===== config.mk =====
export PLATFORM = sky130hd
export DESIGN_NAME = grad2d_stream
export DESIGN_NICKNAME = d
export VERILOG_FILES = /design/src/rtl/fd_pkg.sv /design/src/rtl/fd_line_delay.sv /design/src/rtl/grad2d_stream.sv
export SDC_FILE = /design/constraint.sdc
export NUM_CORES = 1
export LEC_CHECK = 0
export ABC_AREA = 1
export CAP_MARGIN = 20
export CORE_MARGIN = 2
export CORE_UTILIZATION = 50
export CTS_CLUSTER_SIZE = 20
export DETAILED_ROUTE_END_ITERATION = 16
export PLACE_DENSITY = 0.63
export SLEW_MARGIN = 0
export SYNTH_ARGS = -nofsm -noshare
export SYNTH_HDL_FRONTEND = slang
export SYNTH_SLANG_ARGS = --single-unit

===== constraint.sdc =====
create_clock -name i_clk -period 78.4 [get_ports i_clk]
set_input_delay 19.6 -clock i_clk [delete_from_list [all_inputs] [get_ports i_clk]]
set_output_delay 19.6 -clock i_clk [all_outputs]
set_load 0.02 [all_outputs]

===== src/rtl/fd_pkg.sv =====
// Shared definitions for the forward-difference / divergence pipeline:
// default geometry, the frame-sequencing state enum and a saturating subtract.
`timescale 1ns/1ps
package fd_pkg;

    localparam int DEF_WIDTH = 32;
    localparam int DEF_IMG_W = 64;
    localparam int DEF_IMG_H = 64;
    localparam int DEF_ADDRW = 12;

    // Widest operand sat_sub() handles; callers sign-extend into this width.
    localparam int SAT_MAXW = 64;

    typedef enum logic [2:0] {
        ST_IDLE,
        ST_FILL,
        ST_STREAM,
        ST_FLUSH,
        ST_DONE
    } fd_state_t;

    // a - b evaluated one bit wider than the operands, then clamped to the
    // signed range of a w-bit result. The result sits in the low w bits.
    function automatic logic signed [SAT_MAXW-1:0] sat_sub(
        input logic signed [SAT_MAXW-1:0] a,
        input logic signed [SAT_MAXW-1:0] b,
        input int unsigned                w
    );
        logic signed [SAT_MAXW:0] diff;
        logic signed [SAT_MAXW:0] hi;
        logic signed [SAT_MAXW:0] lo;
        diff = {a[SAT_MAXW-1], a} - {b[SAT_MAXW-1], b};
        hi   = ({{SAT_MAXW{1'b0}}, 1'b1} << (w - 1)) - {{SAT_MAXW{1'b0}}, 1'b1};
        lo   = ~hi;
        if (diff > hi) begin
            return hi[SAT_MAXW-1:0];
        end else if (diff < lo) begin
            return lo[SAT_MAXW-1:0];
        end
        return diff[SAT_MAXW-1:0];
    endfunction

endpackage


===== src/rtl/fd_line_delay.sv =====
// One image row of delay: DEPTH x WIDTH shift register with enable.
// tap_last is the oldest sample (d[DEPTH-1]), tap_prev the one after it (d[DEPTH-2]).
`timescale 1ns/1ps
module fd_line_delay #(
    parameter int DEPTH = 64,
    parameter int WIDTH = 32
) (
    input  logic             i_clk,
    input  logic             en,
    input  logic [WIDTH-1:0] din,
    output logic [WIDTH-1:0] tap_last,
    output logic [WIDTH-1:0] tap_prev
);

    logic [WIDTH-1:0] d [DEPTH];

    // Shift one position per enabled cycle, newest sample into d[0].
    // NOTE: no reset on the delay line; every entry is overwritten during FILL
    // before it is read, and a reset here would stop RAM/SRL inference.
    // NOTE: non-blocking assignments make every stage read its neighbour's old value.
    always_ff @(posedge i_clk) begin
        if (en) begin
            d[0] <= din;
            for (int i = 1; i < DEPTH; i++) begin
                d[i] <= d[i-1];
            end
        end
    end

    assign tap_last = d[DEPTH-1];
    assign tap_prev = d[DEPTH-2];

endmodule


===== src/rtl/grad2d_stream.sv =====
// Streaming forward-difference gradient: Ux = u(r,c+1)-u(r,c), Uy = u(r+1,c)-u(r,c),
// Neumann boundary (last column Ux=0, last row Uy=0), saturated, with raster address.
`timescale 1ns/1ps
module grad2d_stream
    import fd_pkg::*;
#(
    parameter int WIDTH = DEF_WIDTH,
    parameter int IMG_W = DEF_IMG_W,
    parameter int IMG_H = DEF_IMG_H,
    parameter int ADDRW = DEF_ADDRW
) (
    input  logic             i_clk,
    input  logic             i_reset,
    input  logic             i_start,
    input  logic             i_valid,
    input  logic [WIDTH-1:0] i_data,
    output logic             o_ready,
    output logic             o_valid,
    output logic [WIDTH-1:0] o_dx,
    output logic [WIDTH-1:0] o_dy,
    output logic [ADDRW-1:0] o_addr,
    output logic             o_busy,
    output logic             o_done
);

    localparam int NPIX = IMG_W * IMG_H;
    // IMG_W*IMG_H is a power of two, so IMG_W is too and the column is the low address bits.
    localparam int CW = $clog2(IMG_W);
    localparam logic [ADDRW-1:0] LAST_FILL = ADDRW'(IMG_W - 1);
    localparam logic [ADDRW-1:0] LAST_PIX  = ADDRW'(NPIX - 1);
    localparam logic [ADDRW-1:0] ONE       = ADDRW'(1);

    fd_state_t state;
    logic [ADDRW-1:0] in_cnt;     // pixels accepted so far in this frame
    logic [ADDRW-1:0] out_addr;   // address of the next output pixel

    logic             accept;
    logic             shift_en;
    logic [WIDTH-1:0] shift_in;
    logic [WIDTH-1:0] tap_last;
    logic [WIDTH-1:0] tap_prev;
    logic             last_col;
    logic signed [SAT_MAXW-1:0] dx_full;
    logic signed [SAT_MAXW-1:0] dy_full;
    logic [WIDTH-1:0] dx_sat;
    logic [WIDTH-1:0] dy_sat;

    fd_line_delay #(
        .DEPTH (IMG_W),
        .WIDTH (WIDTH)
    ) u_line (
        .i_clk    (i_clk),
        .en       (shift_en),
        .din      (shift_in),
        .tap_last (tap_last),
        .tap_prev (tap_prev)
    );

    // Handshake, delay-line control and the saturated, boundary-masked differences.
    // NOTE: every always_comb output is assigned on every path so no latch is inferred.
    always_comb begin
        accept   = i_valid & o_ready;
        shift_en = accept | (state == ST_FLUSH);
        shift_in = (state == ST_FLUSH) ? '0 : i_data;
        last_col = (out_addr[CW-1:0] == CW'(IMG_W - 1));
        dx_full  = sat_sub(SAT_MAXW'(signed'(tap_prev)), SAT_MAXW'(signed'(tap_last)), WIDTH);
        dy_full  = sat_sub(SAT_MAXW'(signed'(i_data)),   SAT_MAXW'(signed'(tap_last)), WIDTH);
        dx_sat   = last_col ? '0 : dx_full[WIDTH-1:0];
        dy_sat   = dy_full[WIDTH-1:0];
    end

    // Frame sequencer with registered outputs: FILL primes one row, STREAM emits one
    // output per accepted pixel, FLUSH drains the last row, DONE pulses o_done.
    always_ff @(posedge i_clk) begin
        if (i_reset) begin
            state    <= ST_IDLE;
            in_cnt   <= '0;
            out_addr <= '0;
            o_ready  <= 1'b0;
            o_valid  <= 1'b0;
            o_dx     <= '0;
            o_dy     <= '0;
            o_addr   <= '0;
            o_busy   <= 1'b0;
            o_done   <= 1'b0;
        end else begin
            o_valid <= 1'b0;
            o_done  <= 1'b0;
            case (state)
                ST_IDLE: begin
                    if (i_start) begin
                        state    <= ST_FILL;
                        o_ready  <= 1'b1;
                        o_busy   <= 1'b1;
                        in_cnt   <= '0;
                        out_addr <= '0;
                    end
                end
                ST_FILL: begin
                    if (accept) begin
                        in_cnt <= in_cnt + ONE;
                        if (in_cnt == LAST_FILL) begin
                            state <= ST_STREAM;
                        end
                    end
                end
                ST_STREAM: begin
                    if (accept) begin
                        in_cnt   <= in_cnt + ONE;
                        o_valid  <= 1'b1;
                        o_dx     <= dx_sat;
                        o_dy     <= dy_sat;
                        o_addr   <= out_addr;
                        out_addr <= out_addr + ONE;
                        if (in_cnt == LAST_PIX) begin
                            state   <= ST_FLUSH;
                            o_ready <= 1'b0;
                        end
                    end
                end
                ST_FLUSH: begin
                    // Last image row: no row below, so Uy is zero.
                    o_valid <= 1'b1;
                    o_dx    <= dx_sat;
                    o_dy    <= '0;
                    o_addr  <= out_addr;
                    if (out_addr == LAST_PIX) begin
                        state <= ST_DONE;
                    end else begin
                        out_addr <= out_addr + ONE;
                    end
                end
                ST_DONE: begin
                    o_done <= 1'b1;
                    o_busy <= 1'b0;
                    state  <= ST_IDLE;
                end
                default: begin
                    state <= ST_IDLE;
                end
            endcase
        end
    end

endmodule

## Word-level counts from Yosys, hierarchy flattened

Memories as Yosys holds them, arrays and structs flattened.
Index checks and enable logic that the tools add are counted.

| cells by class | value |
|---|---|
| bitwise operators | 2 |
| equal/unequal tests | 16 |
| multiplexer cells | 41 |
| magnitude comparators | 4 |
| add/subtract/negate cells | 4 |
| reductions and logical operators | 13 |

Operator list:

| operator | count |
|---|---|
| 2-to-1 mux 32 bit | 10 |
| one-hot mux 32 bit (2 select lines) | 2 |
| > comparator 33 x 32 -> 1 bit (second input constant) | 2 |
| < comparator 33 x 32 -> 1 bit (second input constant) | 2 |
| subtractor 32 x 32 -> 33 bit | 2 |
| 2-to-1 mux 12 bit | 5 |
| one-hot mux 12 bit (2 select lines) | 2 |
| one-hot mux 12 bit (3 select lines) | 1 |
| adder 12 x 1 -> 12 bit (second input constant) | 2 |
| == test 12 bit (second input constant) | 2 |
| 2-to-1 mux 3 bit | 6 |
| == test 12 x 6 -> 1 bit (second input constant) | 1 |
| inequality test 2 bit (second input constant) | 6 |
| one-hot mux 3 bit (4 select lines) | 1 |
| 2-to-1 mux 1 bit | 11 |
| AND reduction 4 bit | 2 |
| nonzero test 2 bit | 4 |
| == test 3 x 2 -> 1 bit (second input constant) | 2 |
| == test 6 bit (second input constant) | 1 |
| one-hot mux 1 bit (2 select lines) | 3 |
| AND reduction 6 bit | 1 |
| inequality test 2 x 1 -> 1 bit (second input constant) | 2 |
| AND reduction 2 bit | 2 |
| == test 3 x 1 -> 1 bit (second input constant) | 1 |
| other kinds (7) | 7 |

| word-level totals | value |
|---|---|
| flip-flop bits (word level) | 107 |
| word-level logic and storage cells | 91 |
| bits of input ports | 36 |
| output and inout bits | 80 |
| memories kept | 1 |
| RAM bits | 2048 |

Memories:

| memory | depth | bits a word | rd ports | clocked after memory_dff | wr ports | RTL line | RTL |
|---|---|---|---|---|---|---|---|
| u_line.d | 64 | 32 | 64 | 0 | 64 | fd_line_delay.sv:15 | `logic [WIDTH-1:0] d [DEPTH];` |

## Logic depth before layout (Yosys ltp)

An unclocked memory read counts as a cell.

| logic depth | value |
|---|---|
| depth after elaboration | 9 |
| gate-level depth with buffers | 24 |
| depth with buffers taken out | 23 |

## Modules after synthesis

A second synthesis with hierarchy kept.

| second synthesis, totals | value |
|---|---|
| cell total of the unflattened synthesis | 3935 |
| area, all modules | 72240.5 sq um |

Modules (own cells, without submodules):

| module | cells each | area each (sq um) | sequential area each (sq um) | times used |
|---|---|---|---|---|
| fd_line_delay | 2112 | 61979.4 | 61499.0 | 1 |
| grad2d_stream | 1823 | 10261.1 | 2142.1 | 1 |

## Least setup slack after synthesis

OpenSTA, ideal clock, no wires.

| path | value |
|---|---|
| path kind | input port to flip-flop |
| start | input i_valid |
| end | memory u_line.d[0][0], enable pin |
| stages | 2 |
| path slack | 11.600 ns |
| path buffers | 0 |
| arrival time | 52.814 ns |
| library setup time | 13.985 ns |
| data required time | 64.415 ns |
| cells stage by stage | nand2_1 nand2_1 |

RTL lines:

| element | RTL line | RTL |
|---|---|---|
| from (decl) | grad2d_stream.sv:15 | `input logic i_valid,` |
| to (decl) | fd_line_delay.sv:15 |  |

==> results.cfg <==
[yosys]
synth-simple-area-share = 0.04730
synth_top_family_by_area = simple AND/OR/NAND/NOR gates
synth_cell_types = 50
synthMuxAreaShare = 0
yosysSeqAreaShare = 0.8991
ys_async_sr_fraction = 0
mappedNetlistArea_um2 = 70790
synth-xor-area-share = 0.004331
synth_top_cell_by_area = edfxtp_1
synth.top_cells.by_area = edfxtp_1, dfxtp_1, nand2_1, inv_1, ha_1
syn_avg_cell_area_um2 = 19.61
synth_edf_count = 2048
synth_compound_area_frac = 0.01946
synth_flop_cell = edfxtp_1
netlist.area_leader.share = 0.8688
synth-seq-cells = 2155
syn-num-nets = 3714
syn_inst = 3610
synthAdderAreaFrac = 0.01223
ys_warn_count = 0

[worst_setup_path]
setup.reg_to_reg.worst_slack_ps = 72520
critPathKind = in -> reg
cp_max_fo = 191
crit_required_ps = 78850
critPathLaunchType = input pin
worstPathArrival_ps = 24980
crit_path_end_kind = flip-flop

[cts]
cts_max_path_buffers = 3
cts_tree = built
postCtsHoldBufs = 0
cts.htree.levels = 4
cts.sinks = 2155
post_cts_buffers = 0
cts.clk_slew.worst_paths_ps = 60
cts_resized = 0
numCtsBuffers = 201
insertion_delay_ps = 810
cts_root_buf = clkbuf_16

[power_and_ir_drop]
power.total_mw = 2.684
power.leakage_nw = 26.15
ir_drop_v = 0.00002425
power.density_nw_per_um2 = 33.16

[place]
dp.cells = 5599
place_hpwl_mm = 62.60
postPlaceCellArea_um2 = 74320
gp_congestion = 0.8893
io_buffers = 115

[floorplanning]
rows = 138
coreArea_um2 = 141100
die-height_um = 380.3
initial_utilization = 0.5018
die_area_um2 = 144600
io_pins = 116
chipWidth_um = 380.3

[sta]
slew_violations = 0
timing_hold_violations_final = 0
setup_viol = 0
fin_crit_ps = 24530
grt_setup_unrepaired = no
skew_ps = 62.95
fmax_mhz = 40.76
worst_slew_pin_slew_ps = 1085
min_period_over_period = 0.3129
setup_tns_ps = 0
slew_headroom = 0.2705

[route]
ant_nets = 0
wire_per_inst_um = 18.16
drtIter0Drc = 3037
vias_per_cell = 4.997
dr.pass1.iters = 7
wirelength_mm = 108.6
drc_errors = 0
vias = 29878

[job]
maxCapViolCount = 0

[finish]
fillerInstances = 10487
final_util = 0.5736
multi_input_area_um2 = 5911
area_delta_synth_final_pct = 14.31
final_nets = 4019
fin_cells = 5979
drive_gt1_frac = 0.08933
sequential_cell_area_um2 = 63640
fin_area_um2 = 80920

[grt]
overflow = 0
grt_pass1_vias = 28170
grt_max_degree = 195
grt_pass1_wl_mm = 163.1
grt_antenna_before_repair = 7
grtUsageTotal = 0.1474

[status]
status = completed

[min_path]
hold_class = reg -> reg
[Yosys cell counts, types with 2 or more instances]
cell / count
edfxtp_1: 2048
inv_1: 258
a21o_1: 4
buf_4: 5
nand4_1: 15
nand2_1: 455
xor2_1: 15
a21oi_1: 154
o21bai_1: 3
nand3b_1: 6
buf_6: 8
o21ai_0: 45
nand3_2: 4
nor3_1: 25
nor4_1: 5
nor2_2: 3
nand3_1: 118
o21ai_2: 3
or2_2: 2
dfxtp_1: 107
clkinv_1: 2
clkbuf_1: 23
a21oi_2: 6
buf_2: 6
a211oi_1: 8
nand2_2: 12
fa_1: 2
a221oi_1: 4
nor2_1: 150
ha_1: 66
inv_2: 7
xnor2_1: 20
o21a_1: 4
[per-layer routing]
layer | up-vias | GRT usage | wire length (um)
li1 | 14008 | - | -
met1 | 14920 | 0.2433 | 55160
met2 | 756 | 0.1866 | 42790
met3 | 192 | 0.03957 | 7878
met4 | 2 | 0.05012 | 2749
met5 | - | 0 | 9
[cells by family (layout without fill, tap and decap cells)]
kind of cell,after synthesis,count (layout)
simple gates,800,800
xor+xnor,35,35
fa+ha+maj,68,68
flops,2155,2155
compound gates,243,243
other cells,0,3
buf+inv,309,785
[cell usage in the layout, fill, tap and decap left out, types with 5 or more instances in the layout]
master,count
edfxtp_1,2048
nand2_1,454
inv_1,258
clkbuf_16,202
a21oi_1,154
nor2_1,150
nand3_1,118
clkdlybuf4s50_1,114
dfxtp_1,107
ha_1,66
clkbuf_1,47
o21ai_0,45
clkinv_2,41
clkinv_1,39
nor3_1,24
buf_4,22
xnor2_1,20
bufinv_16,16
nand4_1,15
xor2_1,15
nand2_2,12
inv_6,9
a211oi_1,8
inv_2,7
nand3b_1,6
a21oi_2,6
clkbuf_8,6
nor4_1,5
clkinv_16,5
[worst paths after layout]
path	from	depth (start not counted)	to
worst max register to register	state[0]	10	u_line.d[1][322]
worst min register to register	u_line.d[1][713]	0	u_line.d[1][745]
worst min-delay path	u_line.d[1][713]	0	u_line.d[1][745]
worst max-delay path	i_valid	9	u_line.d[1][322]
[worst max-delay path, stage by stage]
cell,delay [ps]
clkdlybuf4s50_1,460
nand2_1,160
nand2_4,680
buf_12,690
buf_4,810
buf_4,800
buf_4,700
buf_4,450
buf_16,330
[where the power goes]
group	switching (mW)	internal, mW
Combinational	0.138	0.0204
Clock	0.406	0.536
Sequential	0.0473	1.54
Total	0.591	2.09
[through the flow]
step	setup slack [ps]	hold WS, ps
6_report	53870	382.7
3_3_place_gp	52890	400.2
4_1_cts	53640	377.4
3_5_place_dp	52700	404.5
5_1_grt	53400	389.4
2_1_floorplan	11600	400.3
[state kept, by name, indices dropped and copies added (netlist names), 3 cells and up]
| signal | count |
|---|---|
| o_addr | 12 |
| u_line.d | 2048 |
| o_dy | 32 |
| in_cnt | 12 |
| out_addr | 12 |
| state | 3 |
| o_dx | 32 |
[layout make-up]
class	instances	share of cell area
sequential	2155	0.7865
timing repair buffer	144	0.01834
antenna	3	0.00009278
tap	1890	0.02922
clock buffer	255	0.06567
clock inverter	119	0.01475
inverter	267	0.01239
multi-input combinational	1146	0.07305
(Power assumes the default switching activity.)
